<file path="config.mk">
export PLATFORM = sky130hd
export DESIGN_NAME = grant_route_demux_2
export DESIGN_NICKNAME = d
export VERILOG_FILES = /design/src/rtl/grant_route_demux_2.sv
export SDC_FILE = /design/constraint.sdc
export NUM_CORES = 1
export LEC_CHECK = 0
export BUFFER_PORTS_ARGS = -buffer_cell sky130_fd_sc_hd__buf_2
export CORE_MARGIN = 4
export CORE_UTILIZATION = 45
export CTS_BUF_LIST = sky130_fd_sc_hd__clkbuf_4
export CTS_CLUSTER_DIAMETER = 150
export DETAILED_ROUTE_END_ITERATION = 8
export GPL_TIMING_DRIVEN = 0
export MAX_ROUTING_LAYER = met4
export PLACE_DENSITY = 0.95
export SLEW_MARGIN = 10
export SYNTH_ARGS = -nofsm -noshare
export SYNTH_HDL_FRONTEND = slang
export SYNTH_SLANG_ARGS = --single-unit
</file>
<file path="constraint.sdc">
create_clock -name clk -period 9.6 [get_ports clk]
set_input_delay 0.96 -clock clk [delete_from_list [all_inputs] [get_ports clk]]
set_output_delay 0.96 -clock clk [all_outputs]
set_load 0.01 [all_outputs]
</file>
<file path="src/rtl/grant_route_demux_2.sv">
// Receive-side grant router: one merged TileLink grant stream is steered to one of two
// client ports through a one-entry output register; multi-beat grants stay locked to one port.
module grant_route_demux_2 #(
  parameter int DATA_BEATS = 8,
  parameter int ROUTE_BIT  = 1
) (
  input  logic        clk,
  input  logic        reset,
  output logic        in_ready,
  input  logic        in_valid,
  input  logic [2:0]  in_bits_addr_beat,
  input  logic [1:0]  in_bits_client_xact_id,
  input  logic        in_bits_manager_xact_id,
  input  logic        in_bits_is_builtin_type,
  input  logic [3:0]  in_bits_g_type,
  input  logic [63:0] in_bits_data,
  input  logic        out_0_ready,
  output logic        out_0_valid,
  output logic [2:0]  out_0_bits_addr_beat,
  output logic [1:0]  out_0_bits_client_xact_id,
  output logic        out_0_bits_manager_xact_id,
  output logic        out_0_bits_is_builtin_type,
  output logic [3:0]  out_0_bits_g_type,
  output logic [63:0] out_0_bits_data,
  input  logic        out_1_ready,
  output logic        out_1_valid,
  output logic [2:0]  out_1_bits_addr_beat,
  output logic [1:0]  out_1_bits_client_xact_id,
  output logic        out_1_bits_manager_xact_id,
  output logic        out_1_bits_is_builtin_type,
  output logic [3:0]  out_1_bits_g_type,
  output logic [63:0] out_1_bits_data,
  output logic        locked,
  output logic        beat_err
);
  // Handshake: a beat moves on any edge where valid & ready are both high; in_ready is
  // combinational so a full stage can accept a new beat in the cycle it drains.
  localparam int CW = $clog2(DATA_BEATS);
  localparam logic [CW-1:0] LAST_BEAT = CW'(DATA_BEATS - 1);

  typedef enum logic {IDLE = 1'b0, LOCKED = 1'b1} lock_state_t;

  lock_state_t   state, state_next;
  logic [CW-1:0] cnt, cnt_next;
  logic          lock_dest, lock_dest_next;
  logic          full, dest, err;

  logic [2:0]  p_addr_beat;
  logic [1:0]  p_client_xact_id;
  logic        p_manager_xact_id;
  logic        p_is_builtin_type;
  logic [3:0]  p_g_type;
  logic [63:0] p_data;

  logic in_fire, out_fire, multi_beat, route;

  assign route      = in_bits_client_xact_id[ROUTE_BIT];
  assign multi_beat = (in_bits_is_builtin_type & (in_bits_g_type == 4'h5)) |
                      (!in_bits_is_builtin_type & (in_bits_g_type == 4'h0));
  assign out_fire   = full & (dest ? out_1_ready : out_0_ready);
  assign in_ready   = !full | out_fire;
  assign in_fire    = in_valid & in_ready;

  assign out_0_valid = full & !dest;
  assign out_1_valid = full & dest;
  assign locked      = (state == LOCKED);
  assign beat_err    = err;

  assign out_0_bits_addr_beat       = p_addr_beat;
  assign out_0_bits_client_xact_id  = p_client_xact_id;
  assign out_0_bits_manager_xact_id = p_manager_xact_id;
  assign out_0_bits_is_builtin_type = p_is_builtin_type;
  assign out_0_bits_g_type          = p_g_type;
  assign out_0_bits_data            = p_data;
  assign out_1_bits_addr_beat       = p_addr_beat;
  assign out_1_bits_client_xact_id  = p_client_xact_id;
  assign out_1_bits_manager_xact_id = p_manager_xact_id;
  assign out_1_bits_is_builtin_type = p_is_builtin_type;
  assign out_1_bits_g_type          = p_g_type;
  assign out_1_bits_data            = p_data;

  // Lock FSM only moves on accepted multi-beat beats; single-beat grants leave it alone.
  always_comb begin
    state_next     = state;
    cnt_next       = cnt;
    lock_dest_next = lock_dest;
    if (in_fire && multi_beat) begin
      case (state)
        IDLE: begin
          state_next     = LOCKED;
          lock_dest_next = route;
          cnt_next       = CW'(1);
        end
        LOCKED: begin
          if (cnt == LAST_BEAT) begin
            state_next = IDLE;
            cnt_next   = '0;
          end else begin
            cnt_next = cnt + 1'b1;
          end
        end
        default: state_next = IDLE;
      endcase
    end
  end

  always_ff @(posedge clk) begin
    if (reset) begin
      state <= IDLE;
      cnt   <= '0;
      full  <= 1'b0;
      err   <= 1'b0;
    end else begin
      state <= state_next;
      cnt   <= cnt_next;
      if (in_fire) full <= 1'b1;
      else if (out_fire) full <= 1'b0;
      if (in_fire && multi_beat && (32'(in_bits_addr_beat) != 32'(cnt))) err <= 1'b1;
    end
  end

  // Payload, destination and lock target are qualified by full/lock, so they need no reset.
  always_ff @(posedge clk) begin
    lock_dest <= lock_dest_next;
    if (in_fire) begin
      dest              <= (state == LOCKED) ? lock_dest : route;
      p_addr_beat       <= in_bits_addr_beat;
      p_client_xact_id  <= in_bits_client_xact_id;
      p_manager_xact_id <= in_bits_manager_xact_id;
      p_is_builtin_type <= in_bits_is_builtin_type;
      p_g_type          <= in_bits_g_type;
      p_data            <= in_bits_data;
    end
  end
endmodule

</file>
Yosys cells after proc, flatten, opt, wreduce, memory -nomap -nowiden
Cells that the tools add are included.
{"block": "classes", "n_eq_ne": 3, "bitwise_logic": 9, "n_reduce_logical": 7, "addsub": 1, "muxes": 8}
{"op": "$and 1x1->1", "count": 6}
{"op": "$pmux 3 s2", "count": 1}
{"op": "$mux 1", "count": 5}
{"op": "$eq 4x3->1 const B", "count": 1}
{"op": "$logic_not 4->1", "count": 1}
{"op": "$add 3x1->3 const B", "count": 1}
{"op": "$eq 3x3->1 const B", "count": 1}
{"op": "$logic_not 1->1", "count": 3}
{"op": "$mux 3", "count": 1}
{"op": "$ne 3x3->1", "count": 1}
{"op": "$logic_and 1x1->1", "count": 2}
{"op": "$or 1x1->1", "count": 2}
{"op": "$pmux 1 s2", "count": 1}
{"op": "$reduce_bool 2->1", "count": 1}
{"op": "$not 1->1", "count": 1}
{"block": "totals", "in_bits": 80, "word_cells": 40, "regBits": 83}

Depth between registers and ports, before layout
{"block": "logic_depth", "word_depth": 6, "mapped_depth": 6, "ltp_nobuf": 6}

Worst setup path before layout
OpenSTA, ideal clock, no wires.
{"block": "synth_path", "path_type": "input-to-reg", "start": "in out_1_ready", "end": "reg lock_dest, enable pin", "setup_time_ns": 0.306, "path_stages": 3, "setup_slack_ns": 5.576, "required_ns": 9.294, "arrival_ns": 3.718, "path_cell_list": "mux2i_1 > a21boi_2 > and2_4"}
{"block": "synth_via", "elab_chain_len": 5}
{"item": "start: declaration", "line_no": "25", "source": "input logic out_1_ready,"}
{"item": "$mux 1", "line_no": "60", "source": "assign out_fire = full & (dest ? out_1_ready : out_0_ready);"}
{"item": "$and 1x1->1", "line_no": "60"}
{"item": "$or 1x1->1", "line_no": "61", "source": "assign in_ready = !full | out_fire;"}
{"item": "$and 1x1->1", "line_no": "62", "source": "assign in_fire = in_valid & in_ready;"}
{"item": "named net in_fire", "line_no": "55", "source": "logic in_fire, out_fire, multi_beat, route;"}
{"item": "$logic_and 1x1->1", "line_no": "87", "source": "if (in_fire && multi_beat) begin"}
{"item": "end signal: assignment", "line_no": "124", "source": "lock_dest <= lock_dest_next;"}
{"item": "end: declaration", "line_no": "45", "source": "logic lock_dest, lock_dest_next;"}
The timed path passes the listed nets, and every way through them passes these cells.
A chain may end at the register's enable or synchronous reset.

Worst setup path after layout
{"block": "layout_path", "start": "in out_1_ready", "end": "out in_ready"}
{"block": "layout_via", "elab_chain_len": 3}
{"item": "$mux 1", "line_no": "60"}
{"item": "$and 1x1->1", "line_no": "60"}
{"item": "$or 1x1->1", "line_no": "61"}
{"item": "end: declaration", "line_no": "9", "source": "output logic in_ready,"}
No other way between the ends.

==> reports/qor.yml <==
pwr:
  p_leak_nw: 2.27
  max-vdd-ir-drop_mv: 0.0866
  powerDensity_mw_per_mm2: 163
timing:
  slew_headroom: 0.409
  slew_violations: 0
  hold_violations: 0
  period_share: 0.274
  setup_tns_ps: 0
  finalCriticalPeriod_ps: 2630
  fin_skew_ps: 6.92
  rsz0062_at_grt: "false"
  worst_slack_ps: 6970
  worst_pin_slew_ps: 884
  fmax_mhz: 380
  setup_violations: 0
drt:
  vias_per_cell: 4.38
  vias: 2371
  ant_nets: 0
  drtPass1Iterations: 4
  wirelength_um: 9040
  route.detailed.drc: 0
  wl_per_cell_um: 16.7
  drt-initial-drc-count: 55
critical_path:
  worstPathMaxFanout: 3
  reg2reg_slack_ps: 7610
  ff2ff_path_depth: 3
  worstSetupPathType: "primary input to output port"
  crit_end: "in_ready"
  r2r_start: "dest$_DFFE_PP_"
  crit_path_start_kind: "primary input"
  cp-end-kind: "output port"
  cp_data_arrival_time_ps: 1670
  startpoint: "out_1_ready"
  rr_endpoint: "lock_dest$_DFFE_PP_"
  critPathRequiredTime_ps: 8640
synthesis:
  synth_common_cells: "edfxtp_1 (77), buf_4 (75), dfxtp_1 (6)"
  synth_top_area_cell: "edfxtp_1"
  async_flop_share: 0
  ys_warn_count: 0
  yosys-top-cells-area: "edfxtp_1 (71%), buf_4 (17%), dfxtp_1 (3.7%)"
  syn_area_mm2: 0.00325
  synth_top_area_share: 0.711
  syn_inst: 193
  synth_sequential_area_ratio: 0.748
  synth_nets: 275
  yosysMostFrequentCell: "edfxtp_1"
  yosys_most_used_dff: "edfxtp_1"
  synth_seq_cells: 83
  synth_edf_count: 77
  synth_cell_types: 23
  post_synth.cell_area_avg_um2: 16.9
clock_tree:
  cts_tree: "done"
  h-tree-depth: 3
  clock_latency_ps: 400
  cts_max_path_buffers: 2
  clk_pin_slew_ps: 120
  clockRootBuffer: "clkbuf_4"
  cts.repair.resized: 0
  cts_hold_buf: 0
  cts_buffers: 9
  postCtsSetupBuffers: 0
  clkSinkCount: 83
grt:
  grt_pass1_vias: 2466
  grt_usage: 0.206
  overflow: 0
  grt_max_degree: 30
  grt_pass1_wl_um: 13000
  antenna_found_initial: 0
floorplan:
  dieArea_mm2: 0.00865
  die_w_um: 93.0
  die_h_um: 93.0
  rows: 30
  core-area_mm2: 0.00691
  initial_core_util: 0.471
  pin_count: 235
place:
  portBuffers: 234
  post-place-ws_ps: 6970
  place.gp.congestion: 0.785
  placed_area_mm2: 0.00459
  dpl.cell_count: 525
  place_hpwl_um: 7620
final_layout:
  syn_to_final_growth_pct: 46.1
  finalNetCount: 522
  diodes: 0
  drive_above_1_share: 0.748
  final_cells: 541
  postLayoutCellArea_mm2: 0.00475
run_status:
  outcome: "complete, no violations"
run:
  max_cap_violations: 0
worst_hold_path:
  min_from: "beat_err$_SDFFE_PP0P_"
  hp-class: "flip-flop to flip-flop"
==> kinds of logic after synthesis <==
group           count (synthesis)  synth area share
buf+inv                        75             0.173
compound gates                 11            0.0288
fa+ha+maj                       2           0.00769
simple gates                   17            0.0281
flops                          83             0.748
xor+xnor                        3           0.00808
mux                             2           0.00654
==> registers in the layout (all words and copies together) (netlist names) <==
signal,cells
beat_err,1
dest,1
out_0_bits_client_xact_id,2
out_0_bits_addr_beat,3
locked,1
out_0_bits_is_builtin_type,1
out_0_bits_data,64
full,1
cnt,3
lock_dest,1
out_0_bits_g_type,4
out_0_bits_manager_xact_id,1
==> per-layer routing <==
metal | routed length (um) | up-vias | GRT usage
li1 | - | 1109 | -
met1 | 2910 | 1127 | 0.199
met2 | 5160 | 117 | 0.381
met3 | 757 | 18 | 0.0636
met4 | 210 | 0 | 0.0781
met5 | 0 | - | -
==> cells in the final DEF, fill, tap and decap left out, types with 2 or more instances in the layout <==
cell,count
o21a_1,2
dfxtp_1,6
bufinv_16,2
a21oi_1,2
edfxtp_1,77
o21ai_0,2
clkbuf_4,11
buf_4,75
buf_12,2
ha_1,2
nand2b_1,2
xnor2_1,3
clkinv_2,2
nor2_1,4
buf_2,234
nand3_1,4
nand2_1,3
==> layout make-up <==
class	count	area, um^2
fill	511	2150
buffer	75	563
clock inverter	5	77.6
multi-input combinational	35	265
tap	96	120
timing repair buffer	236	1210
sequential	83	2430
clock buffer	11	82.6
==> worst max-delay path: stages <==
cell	delay, ps
buf_2	100
mux2i_1	340
nand2_1	110
buf_2	160
==> metrics by stage <==
step	util	hold WS (ps)	power (mW)
after global routing	0.688	528	0.808
after CTS	0.688	490	0.780
after detailed placement	0.665	456	0.561
after floorplan	-	477	0.496
after global placement	0.658	450	0.554
final	0.688	488	0.774
==> worst min-delay path by stage <==
stage                            endpoint  slack, ps  cells after the start
global placement    beat_err$_SDFFE_PP0P_        450                      2
global route        beat_err$_SDFFE_PP0P_        530                      2
floorplan             cnt[1]$_SDFFE_PP0P_        480                      2
CTS                 beat_err$_SDFFE_PP0P_        490                      2
finish              beat_err$_SDFFE_PP0P_        490                      2
detailed placement  beat_err$_SDFFE_PP0P_        460                      2
==> where the power goes <==
part	internal, mW	switching (mW)
Sequential	0.420	0.0115
Combinational	0.0617	0.0579
Clock	0.111	0.112
No activity file was read; power rests on OpenSTA's default activity.
